==> config.mk <==
export PLATFORM = sky130hd
export DESIGN_NAME = seq_det_ctrl
export DESIGN_NICKNAME = d
export VERILOG_FILES = /design/src/rtl/seq_det_ctrl.sv
export SDC_FILE = /design/constraint.sdc
export NUM_CORES = 1
export LEC_CHECK = 0
export ABC_AREA = 1
export BUFFER_PORTS_ARGS = -buffer_cell sky130_fd_sc_hd__buf_2
export CORE_MARGIN = 1
export CORE_UTILIZATION = 40
export CTS_CLUSTER_SIZE = 25
export DETAILED_ROUTE_END_ITERATION = 8
export SYNTH_ARGS = -nofsm -noshare
export SYNTH_HDL_FRONTEND = slang
export SYNTH_SLANG_ARGS = --single-unit
==> constraint.sdc <==
create_clock -name clk -period 2.2 [get_ports clk]
set_input_delay 0.22 -clock clk [delete_from_list [all_inputs] [get_ports clk]]
set_output_delay 0.22 -clock clk [all_outputs]
set_load 0.05 [all_outputs]
==> src/rtl/seq_det_ctrl.sv <==
// Frame sequencer for the serial sequence detector: accepts parallel words over
// valid/ready, serializes them MSB-first onto det_din as a gap-free stream,
// clears the detector per frame and counts its hit pulses with saturation.
module seq_det_ctrl #(
  parameter int unsigned WIDTH   = 8,
  parameter int unsigned CNT_W   = 16,
  parameter int unsigned DET_LAT = 1
) (
  input  logic             clk,
  input  logic             rst,
  input  logic             start,
  input  logic [7:0]       cfg_words,
  input  logic [WIDTH-1:0] s_data,
  input  logic             s_valid,
  output logic             s_ready,
  output logic             det_clr,
  output logic             det_din,
  input  logic             det_dout,
  output logic             busy,
  output logic             done,
  output logic [CNT_W-1:0] hit_count,
  output logic             overflow,
  output logic             underrun
);

  typedef enum logic [2:0] {
    S_IDLE,
    S_CLR,
    S_FILL,
    S_SHIFT,
    S_DRAIN,
    S_DONE
  } state_t;

  localparam int unsigned      BCNT_W     = (WIDTH > 1) ? $clog2(WIDTH) : 1;
  localparam logic [BCNT_W-1:0] BCNT_LAST = BCNT_W'(WIDTH - 1);
  localparam logic [2:0]       DRAIN_LAST = 3'(DET_LAT - 1);
  localparam logic [CNT_W-1:0] CNT_MAX    = '1;

  state_t             state;
  logic [7:0]         words_left;
  logic [7:0]         acc_left;
  logic [WIDTH-1:0]   hold_q;
  logic               hold_v;
  // det_din is the registered MSB; shreg carries only the bits still to go.
  logic [WIDTH-2:0]   shreg;
  logic [BCNT_W-1:0]  bcnt;
  logic [2:0]         dcnt;
  logic               accept;
  logic               hold_take;
  logic               last_bit;
  logic               frame_start;
  logic               counting;

  assign s_ready     = ((state == S_FILL) || (state == S_SHIFT)) && !hold_v && (acc_left != '0);
  assign accept      = s_ready && s_valid;
  assign last_bit    = (state == S_SHIFT) && (bcnt == BCNT_LAST);
  assign hold_take   = hold_v && ((state == S_FILL) || (last_bit && (words_left != '0)));
  assign frame_start = (state == S_IDLE) && start;
  assign counting    = (state == S_SHIFT) || (state == S_DRAIN);

  // One-word hold register between the upstream handshake and the shifter
  always_ff @(posedge clk) begin
    if (rst) begin
      hold_q   <= '0;
      hold_v   <= 1'b0;
      acc_left <= '0;
    end else begin
      if (frame_start) begin
        acc_left <= cfg_words;
      end else if (accept) begin
        acc_left <= acc_left - 8'd1;
      end
      if (accept) begin
        hold_q <= s_data;
        hold_v <= 1'b1;
      end else if (hold_take) begin
        hold_v <= 1'b0;
      end
    end
  end

  // Saturating hit counter, sampled only while bits or drain cycles are live
  always_ff @(posedge clk) begin
    if (rst) begin
      hit_count <= '0;
      overflow  <= 1'b0;
    end else if (frame_start) begin
      hit_count <= '0;
      overflow  <= 1'b0;
    end else if (counting && det_dout) begin
      if (hit_count == CNT_MAX) begin
        overflow <= 1'b1;
      end else begin
        hit_count <= hit_count + 1'b1;
      end
    end
  end

  // Frame FSM with registered detector-side outputs
  always_ff @(posedge clk) begin
    if (rst) begin
      state      <= S_IDLE;
      words_left <= '0;
      shreg      <= '0;
      bcnt       <= '0;
      dcnt       <= '0;
      det_clr    <= 1'b0;
      det_din    <= 1'b0;
      busy       <= 1'b0;
      done       <= 1'b0;
      underrun   <= 1'b0;
    end else begin
      det_clr <= 1'b0;
      done    <= 1'b0;
      case (state)
        S_IDLE: begin
          if (start) begin
            state      <= S_CLR;
            words_left <= cfg_words;
            underrun   <= 1'b0;
            det_clr    <= 1'b1;
            busy       <= 1'b1;
          end
        end
        S_CLR: begin
          if (words_left == '0) begin
            state <= S_DONE;
            done  <= 1'b1;
          end else begin
            state <= S_FILL;
          end
        end
        S_FILL: begin
          det_din <= 1'b0;
          if (hold_v) begin
            det_din    <= hold_q[WIDTH-1];
            shreg      <= hold_q[WIDTH-2:0];
            bcnt       <= '0;
            words_left <= words_left - 8'd1;
            state      <= S_SHIFT;
          end
        end
        S_SHIFT: begin
          if (bcnt == BCNT_LAST) begin
            if (words_left == '0) begin
              state   <= S_DRAIN;
              det_din <= 1'b0;
              dcnt    <= '0;
            end else if (hold_v) begin
              // back-to-back reload keeps the stream contiguous
              det_din    <= hold_q[WIDTH-1];
              shreg      <= hold_q[WIDTH-2:0];
              bcnt       <= '0;
              words_left <= words_left - 8'd1;
            end else begin
              underrun <= 1'b1;
              det_din  <= 1'b0;
              state    <= S_FILL;
            end
          end else begin
            det_din <= shreg[WIDTH-2];
            shreg   <= shreg << 1;
            bcnt    <= bcnt + 1'b1;
          end
        end
        S_DRAIN: begin
          if (dcnt == DRAIN_LAST) begin
            state <= S_DONE;
            done  <= 1'b1;
          end else begin
            dcnt <= dcnt + 3'd1;
          end
        end
        S_DONE: begin
          state <= S_IDLE;
          busy  <= 1'b0;
        end
        default: begin
          state <= S_IDLE;
          busy  <= 1'b0;
        end
      endcase
    end
  end

endmodule

==> results of run 1 <==
worst paths after layout:
kind / startpoint / end / slack (ps) / cells past startpoint
hold reg to reg: shreg[5] / shreg[5] / 470 / 2
hold / removal: cfg_words[0] / acc_left[0] / 130 / 3
setup reg to reg: acc_left[0] / acc_left[6] / 290 / 10
setup / recovery: state[1] / s_ready / 190 / 4
sequential cells by signal, summed over array words and instances, names as in the netlist, 3 cells and up:
register / flops
hit_count: 16
acc_left: 8
hold_q: 8
words_left: 8
shreg: 7
bcnt: 3
dcnt: 3
state: 3
through the flow:
stage,util,setup slack [ps]
floorplan,-,250
global placement,0.457,405
detailed placement,0.457,371
CTS,0.483,57.6
global route,0.483,40.1
finish,0.483,189
cell usage in the layout (no fill, tap or decap), types with 6 or more instances in the layout:
cell type and count:
nand2_1 208, dfxtp_1 63, nor2_1 62, inv_1 57
a21oi_1 54, nand3_1 45, buf_2 43, o21ai_0 34
clkbuf_8 11, xor2_1 9, ha_1 8, buf_4 8
nor3_1 6
layer usage:
metal	track usage	share of wire	vias to the layer above
met5	0	0	-
met4	0.0654	0.0081	0
met3	0.0482	0.042	6
met2	0.371	0.49	74
met1	0.257	0.46	1683
li1	-	-	2003
area by class of cell:
cell class | instances | area [µm²]
sequential | 63 | 1260
clock inverter | 5 | 80.1
inverter | 63 | 236
multi-input combinational | 459 | 2160
tap | 108 | 135
fill | 948 | 4590
clock buffer | 11 | 151
timing repair buffer | 51 | 275
power by group through the flow:
stage	logic [mW]	registers, mW	clock network [mW]
6_report	2.35	1.57	1.16
3_3_place_gp	2.30	1.59	0
4_1_cts	2.32	1.57	1.21
2_1_floorplan	1.78	1.61	0
3_5_place_dp	2.31	1.59	0
5_1_grt	2.71	1.62	1.26
cells by family (layout without fill, tap and decap cells):
family	Yosys count	after routing	share of synthesized area
flops	63	63	0.338
compound gates	95	95	0.131
buf+inv	80	130	0.0861
fa+ha+maj	8	8	0.0268
simple gates	341	341	0.382
xor+xnor	14	14	0.0328
mux	1	1	0.00268
critical path, stage by stage, from the launching register on:
cell	delay, ps
dfxtp_1	470
nand2_4	160
nor2_4	170
a21boi_4	330
buf_2	320
repair_timing:
action,CTS,global route
gates resized for setup,0,1
setup buffers,0,0
endpoints found under the setup margin,0,1
==> results.json, run 1 <==
{
  "firstDrtPassIters": 4,
  "layout-drive-gt1-share": 0.135,
  "skew_ps": 7.17,
  "die-area_um2": 9720,
  "dp.final_hpwl_um": 6820,
  "die_h_um": 98.6,
  "synth_area_leaders": "dfxtp_1, nand2_1, a21oi_1, nor2_1, nand3_1",
  "stdcell_count": 760,
  "clk-insertion-delay-late_ps": 340,
  "synth_edf_count": 0,
  "cp-end-kind": "primary output",
  "start_util": 0.420,
  "cts_tree": "yes",
  "max_slew_margin": 0.575,
  "required_ps": 1980,
  "ios": 44,
  "grt_use_total": 0.211,
  "drc": 0,
  "ys_ff_latch": 63,
  "power.leakage_nw": 1.90,
  "numCtsBuffers": 9,
  "syn_avg_cell_area_um2": 6.20,
  "status": "completed",
  "seqPwrFrac": 0.310,
  "cts_buffer_depth": 2,
  "finalInstanceArea_um2": 4300,
  "arrival_ps": 1790,
  "fmax_ghz": 0.497,
  "holdCritPathClass": "in -> reg",
  "combPwrFrac": 0.462,
  "netlist.area_leader.share": 0.338,
  "switching_share": 0.450,
  "drtAntennaViolNets": 0,
  "place.gp.congestion": 0.839,
  "yosys_warnings": 0,
  "netlist_area_um2": 3730,
  "final_nets": 676,
  "place_area_um2": 4060,
  "vias": 3766,
  "holdWs_ps": 132,
  "synth_commonest_cells": "nand2_1, dfxtp_1, nor2_1",
  "maxSlewViolCount": 0,
  "syn-num-nets": 631,
  "power_mw": 5.08,
  "grt_max_degree": 34,
  "numPlacedInstances": 744,
  "clock_sinks": 63,
  "critical_path_class": "reg -> out",
  "grt-ovfl-total": 0,
  "internal_power_mw": 2.80,
  "worst_pin_slew_ps": 637,
  "timing.final.setup_violations": 0,
  "drv_cap": 0,
  "rsz0062_at_grt": "false",
  "core-area_um2": 8890,
  "tns_ps": 0,
  "synth-async-reset-ratio": 0,
  "synthDistinctLibCells": 31,
  "power.density_nw_per_um2": 1180,
  "diodes": 0,
  "final-hold-violation-count": 0,
  "path_clk_slew_ps": 70,
  "port_buffers": 43,
  "critPathLaunchType": "flop",
  "first_iter_violations": 134,
  "worstPathMaxFanout": 11,
  "wl_per_cell_um": 12.5,
  "clockPowerShare": 0.228,
  "rows": 34,
  "grt_pass1_wl_um": 16300,
  "synth_area_leader_cell": "dfxtp_1",
  "yosysMostFrequentCell": "nand2_1",
  "peakVddDrop_mv": 0.449,
  "dominantRegCellSynth": "dfxtp_1",
  "p_switching_mw": 2.29,
  "ys_seq_area_frac": 0.338,
  "finalCritPeriodShare": 0.914,
  "cts_root_buf": "clkbuf_8",
  "htreeDepth": 3,
  "die_x_um": 98.6,
  "area_growth_pct": 15.1,
  "antenna_found_initial": 0,
  "drt-total-wl_um": 9470,
  "grt_pass1_vias": 3502,
  "period_minus_slack_ps": 2010,
  "postCtsHoldBufs": 0,
  "syn_inst": 602,
  "via_per_inst": 4.96
}
(Power assumes the default switching activity.)
==> run 2: changes to the inputs <==
Settings changed: CTS_CLUSTER_DIAMETER set to 120, GPL_TIMING_DRIVEN set to 0.
==> run 2 against run 1 <==
  * Maximum frequency shrank 1.7%
  * Flip-flop and latch count is the same
  * Non-clock buffer count grew 8
==> results.json, run 2 (synthesis results as in run 1) <==
{
  "status": "completed",
  "skew_ps": 10.2,
  "htreeDepth": 3,
  "finalCritPeriodShare": 0.930,
  "core-area_um2": 8890,
  "power_mw": 4.84,
  "fmax_ghz": 0.489,
  "stdcell_count": 768,
  "path_clk_slew_ps": 70,
  "worstPathMaxFanout": 10,
  "postCtsHoldBufs": 0,
  "period_minus_slack_ps": 2050,
  "critPathLaunchType": "flop",
  "wl_per_cell_um": 12.4,
  "maxSlewViolCount": 0,
  "r2r_slack_ps": 270,
  "utilization": 0.479,
  "final_nets": 684,
  "peakVddDrop_mv": 0.752,
  "layout-drive-gt1-share": 0.135,
  "via_per_inst": 4.99,
  "die_h_um": 98.6,
  "dp.final_hpwl_um": 7080,
  "vias": 3829,
  "cts_buffer_depth": 2,
  "firstDrtPassIters": 5,
  "crit_start": "state[2]",
  "grt_max_degree": 11,
  "final-hold-violation-count": 0,
  "numCtsBuffers": 9,
  "grt_pass1_wl_um": 16500,
  "clock_sinks": 63,
  "timing.final.setup_violations": 0,
  "arrival_ps": 1830,
  "die_x_um": 98.6,
  "port_buffers": 42,
  "ios": 44,
  "required_ps": 1980,
  "start_util": 0.420,
  "drc": 0,
  "rows": 34,
  "r2r-end": "shreg[0]",
  "cts_root_buf": "clkbuf_8",
  "drtAntennaViolNets": 0,
  "power.density_nw_per_um2": 1140,
  "r2r_start": "bcnt[0]",
  "area_growth_pct": 14.1,
  "rsz0062_at_grt": "false",
  "drv_cap": 0,
  "grt-ovfl-total": 0,
  "top_register": "hit_count",
  "grt_pass1_vias": 3580,
  "cts_setup_buffers": 0,
  "cts_tree": "yes",
  "r2r_cells": 8,
  "power.leakage_nw": 1.89,
  "drt-total-wl_um": 9560,
  "first_iter_violations": 145,
  "numPlacedInstances": 752,
  "most-common-layout-cells": "nand2_1, dfxtp_1, nor2_1",
  "antenna_found_initial": 0,
  "critical_path_class": "reg -> out",
  "largest_reg_flops": 16,
  "grt_use_total": 0.211,
  "cp-endpoint": "s_ready",
  "cp-end-kind": "primary output",
  "holdCritPathClass": "in -> reg",
  "max_slew_margin": 0.581,
  "final_common_cell": "nand2_1",
  "worst_pin_slew_ps": 628,
  "clk-insertion-delay-late_ps": 350,
  "tns_ps": 0,
  "die-area_um2": 9720,
  "place.gp.congestion": 0.921,
  "diodes": 0
}
-- run 2: cell types whose count changed in the layout (fill, tap and decap cells not counted) --
cell        delta
clkbuf_1       +8
ha_2           +1
ha_1           -1
buf_4          -7
buf_2          +5
a21boi_4       -1
clkinvlp_4     -2
buf_6          +1
clkinv_2       +3
clkbuf_4       +2
a21boi_2       +1
bufinv_16      -2
-- run 2: timing repair --
item,CTS,global route
resized for setup,0,3
setup endpoints to repair,0,4
hold endpoints to repair,0,0
-- run 2: power breakdown --
part	internal [mW]	switching, mW	total (mW)
logic	0.755	1.61	2.37
clock network	0.463	0.456	0.919
registers	1.36	0.196	1.55
total	2.57	2.26	4.84
-- run 2: area by class of cell --
type | count | area, µm²
clock buffer | 12 | 155
sequential | 63 | 1260
buffer | 17 | 87.6
inverter | 63 | 236
fill | 938 | 4630
timing repair buffer | 42 | 213
tap | 108 | 135
multi-input combinational | 459 | 2150
clock inverter | 4 | 20.0
-- run 2: how the worst min path moves through the flow --
| stage | from | slack (ps) | cells after the start | end |
|---|---|---|---|---|
| 2_1_floorplan | cfg_words[0] | 340 | 2 | acc_left[0] |
| 3_3_place_gp | shreg[1] | 450 | 2 | shreg[1] |
| 3_5_place_dp | underrun | 450 | 2 | underrun |
| 4_1_cts | s_data[5] | 120 | 3 | hold_q[5] |
| 5_1_grt | s_data[5] | 120 | 3 | hold_q[5] |
| 6_report | cfg_words[0] | 130 | 3 | acc_left[0] |
-- run 2: metrics by stage --
stage          hold WS [ps]  worst slack [ps]  area [µm²]
5_1_grt                 121              33.9        4260
2_1_floorplan           339               250        3730
6_report                130               155        4260
4_1_cts                 119              73.8        4250
3_5_place_dp            454               192        4080
3_3_place_gp            450               222        4080
-- run 2: metal layers --
metal	track usage	wire, µm	vias up	part of all wire
met3	0.0326	310	13	0.032
met2	0.366	4510	72	0.47
met1	0.265	4600	1727	0.48
li1	-	-	2017	-
met4	0.0792	136	0	0.014
met5	0	0	-	0
-- run 2: worst max-delay path, stage by stage (launching register included) --
cell and delay (ps):
dfxtp_1 360, inv_2 160, nand2_4 130, nor2_4 170
a21boi_2 190, clkbuf_4 220, clkbuf_4 250
==> run 3: changes to the inputs <==
Settings changed: TNS_END_PERCENT set to 30.
Clock period 2.2 ns to 2.25 ns, I/O delays scaled along.
==> run 3 against run 2 <==
  * Power down 2.3%
  * Utilization down 0.084 points
  * Via count down 0.34%
  * Die area unchanged
  * Flip-flop and latch count unchanged
  * Register-to-register slack worse by 20 ps
  * Critical path type unchanged
  * Critical endpoint unchanged
  * Largest cell class unchanged
==> results.json, run 3 (synthesis results as in run 1) <==
{
  "status": "completed",
  "firstDrtPassIters": 4,
  "max_slew_margin": 0.595,
  "cts_tree": "yes",
  "die_h_um": 98.6,
  "crit_buf_inv": 3,
  "via_per_inst": 4.97,
  "arrival_ps": 1890,
  "cts_root_buf": "clkbuf_8",
  "place.gp.congestion": 0.921,
  "hold_start": "cfg_words[0]",
  "top_register": "hit_count",
  "grt-ovfl-total": 0,
  "r2r_start": "bcnt[0]",
  "clockPowerShare": 0.190,
  "clk-insertion-delay-late_ps": 350,
  "most-common-layout-cells": "nand2_1, dfxtp_1, nor2_1",
  "path_delay_family": "buffers and inverters",
  "maxSlewViolCount": 0,
  "power.density_nw_per_um2": 1110,
  "rows": 34,
  "postCtsHoldBufs": 0,
  "clock_sinks": 63,
  "finalCritPeriodShare": 0.941,
  "antenna_found_initial": 0,
  "rsz0062_at_grt": "false",
  "r2r_slack_ps": 250,
  "min_to": "acc_left[0]",
  "cts_resized": 0,
  "combPwrFrac": 0.488,
  "grt_pass1_vias": 3580,
  "grt_max_degree": 11,
  "cp-end-kind": "primary output",
  "path_common_cell": "buf_2",
  "die-area_um2": 9720,
  "r2r_cells": 9,
  "area_growth_pct": 13.9,
  "grt_pass1_wl_um": 16500,
  "fin_ws_ps": 133,
  "start_util": 0.420,
  "fmax_ghz": 0.472,
  "die_x_um": 98.6,
  "cts_buffer_depth": 2,
  "skew_ps": 9.91,
  "tns_ps": 0,
  "grt_use_total": 0.211,
  "p_switching_mw": 2.21,
  "cts_setup_buffers": 0,
  "path_depth": 6,
  "vias": 3816,
  "seqPwrFrac": 0.321,
  "critPathLaunchType": "flop",
  "path_clk_slew_ps": 70,
  "dp_slack_ps": 242,
  "numCtsBuffers": 9,
  "layout-drive-gt1-share": 0.133,
  "largest_reg_flops": 16,
  "worst_pin_slew_ps": 607,
  "switching_share": 0.469,
  "wl_per_cell_um": 12.5,
  "holdWs_ps": 133,
  "dp.final_hpwl_um": 7080,
  "drt-total-wl_um": 9590,
  "slowest_stage": "dfxtp_1",
  "nFillCells": 939,
  "critical_path_class": "reg -> out",
  "drc": 0,
  "r2r-end": "state[1]",
  "htreeDepth": 3,
  "peakVddDrop_mv": 0.714,
  "final-hold-violation-count": 0,
  "hold_depth": 3,
  "internal_power_mw": 2.51,
  "path_cells": "inv_2 > nand2_4 > nor2_4 > a21boi_2 > buf_2 > buf_2",
  "period_minus_slack_ps": 2120,
  "holdCritPathClass": "in -> reg",
  "final_common_cell": "nand2_1",
  "slowest_delay_ps": 360,
  "worstPathMaxFanout": 10,
  "port_buffers": 42,
  "drtAntennaViolNets": 0,
  "final_nets": 684,
  "drv_cap": 0,
  "diodes": 0,
  "utilization": 0.478,
  "required_ps": 2030,
  "core-area_um2": 8890,
  "ios": 44,
  "power.leakage_nw": 1.90,
  "timing.final.setup_violations": 0,
  "first_iter_violations": 157
}
==> run 3: power by group through the flow <==
stage,registers [mW],logic [mW],clock network (mW)
final,1.52,2.31,0.899
after global placement,1.53,2.28,0
after CTS,1.51,2.31,0.927
after floorplan,1.57,1.74,0
after global routing,1.55,2.62,0.972
after detailed placement,1.54,2.29,0
==> run 3: worst reg2reg max path: cells and delay by family (launching register included) <==
family	cells	cell delay, ps
buf+inv	2	270
flops	1	400
simple gates	5	760
fa+ha+maj	2	470
==> run 3: per-layer routing <==
| metal | GRT usage | wire, µm |
|---|---|---|
| met5 | 0 | 0 |
| met4 | 0.0792 | 95 |
| met3 | 0.0326 | 394 |
| met2 | 0.366 | 4530 |
| met1 | 0.265 | 4570 |
==> run 3: through the flow <==
| stage | power [mW] | area [µm²] | instances |
|---|---|---|---|
| final | 4.72 | 4250 | 768 |
| after global routing | 5.14 | 4250 | 768 |
| after CTS | 4.75 | 4250 | 768 |
| after detailed placement | 3.83 | 4080 | 752 |
| after global placement | 3.81 | 4080 | 752 |
| after floorplan | 3.31 | 3730 | 602 |
==> run 3: area by class of cell <==
cell class	instances	area, µm²	share of cell area
multi-input combinational	459	2150	0.506
sequential	63	1260	0.296
inverter	63	236	0.0556
timing repair buffer	42	210	0.0494
clock buffer	12	155	0.0365
tap	108	135	0.0318
buffer	17	85.1	0.0200
clock inverter	4	20.0	0.00471
==> run 3: worst max path at each step <==
stage	slack, ps	endpoint	from
final	130	s_ready	state[2]
after global routing	5	s_ready	state[2]
after CTS	120	s_ready	state[2]
after detailed placement	240	shreg[1]	bcnt[0]
after global placement	270	shreg[2]	bcnt[0]
after floorplan	300	hit_count[2]	hit_count[1]
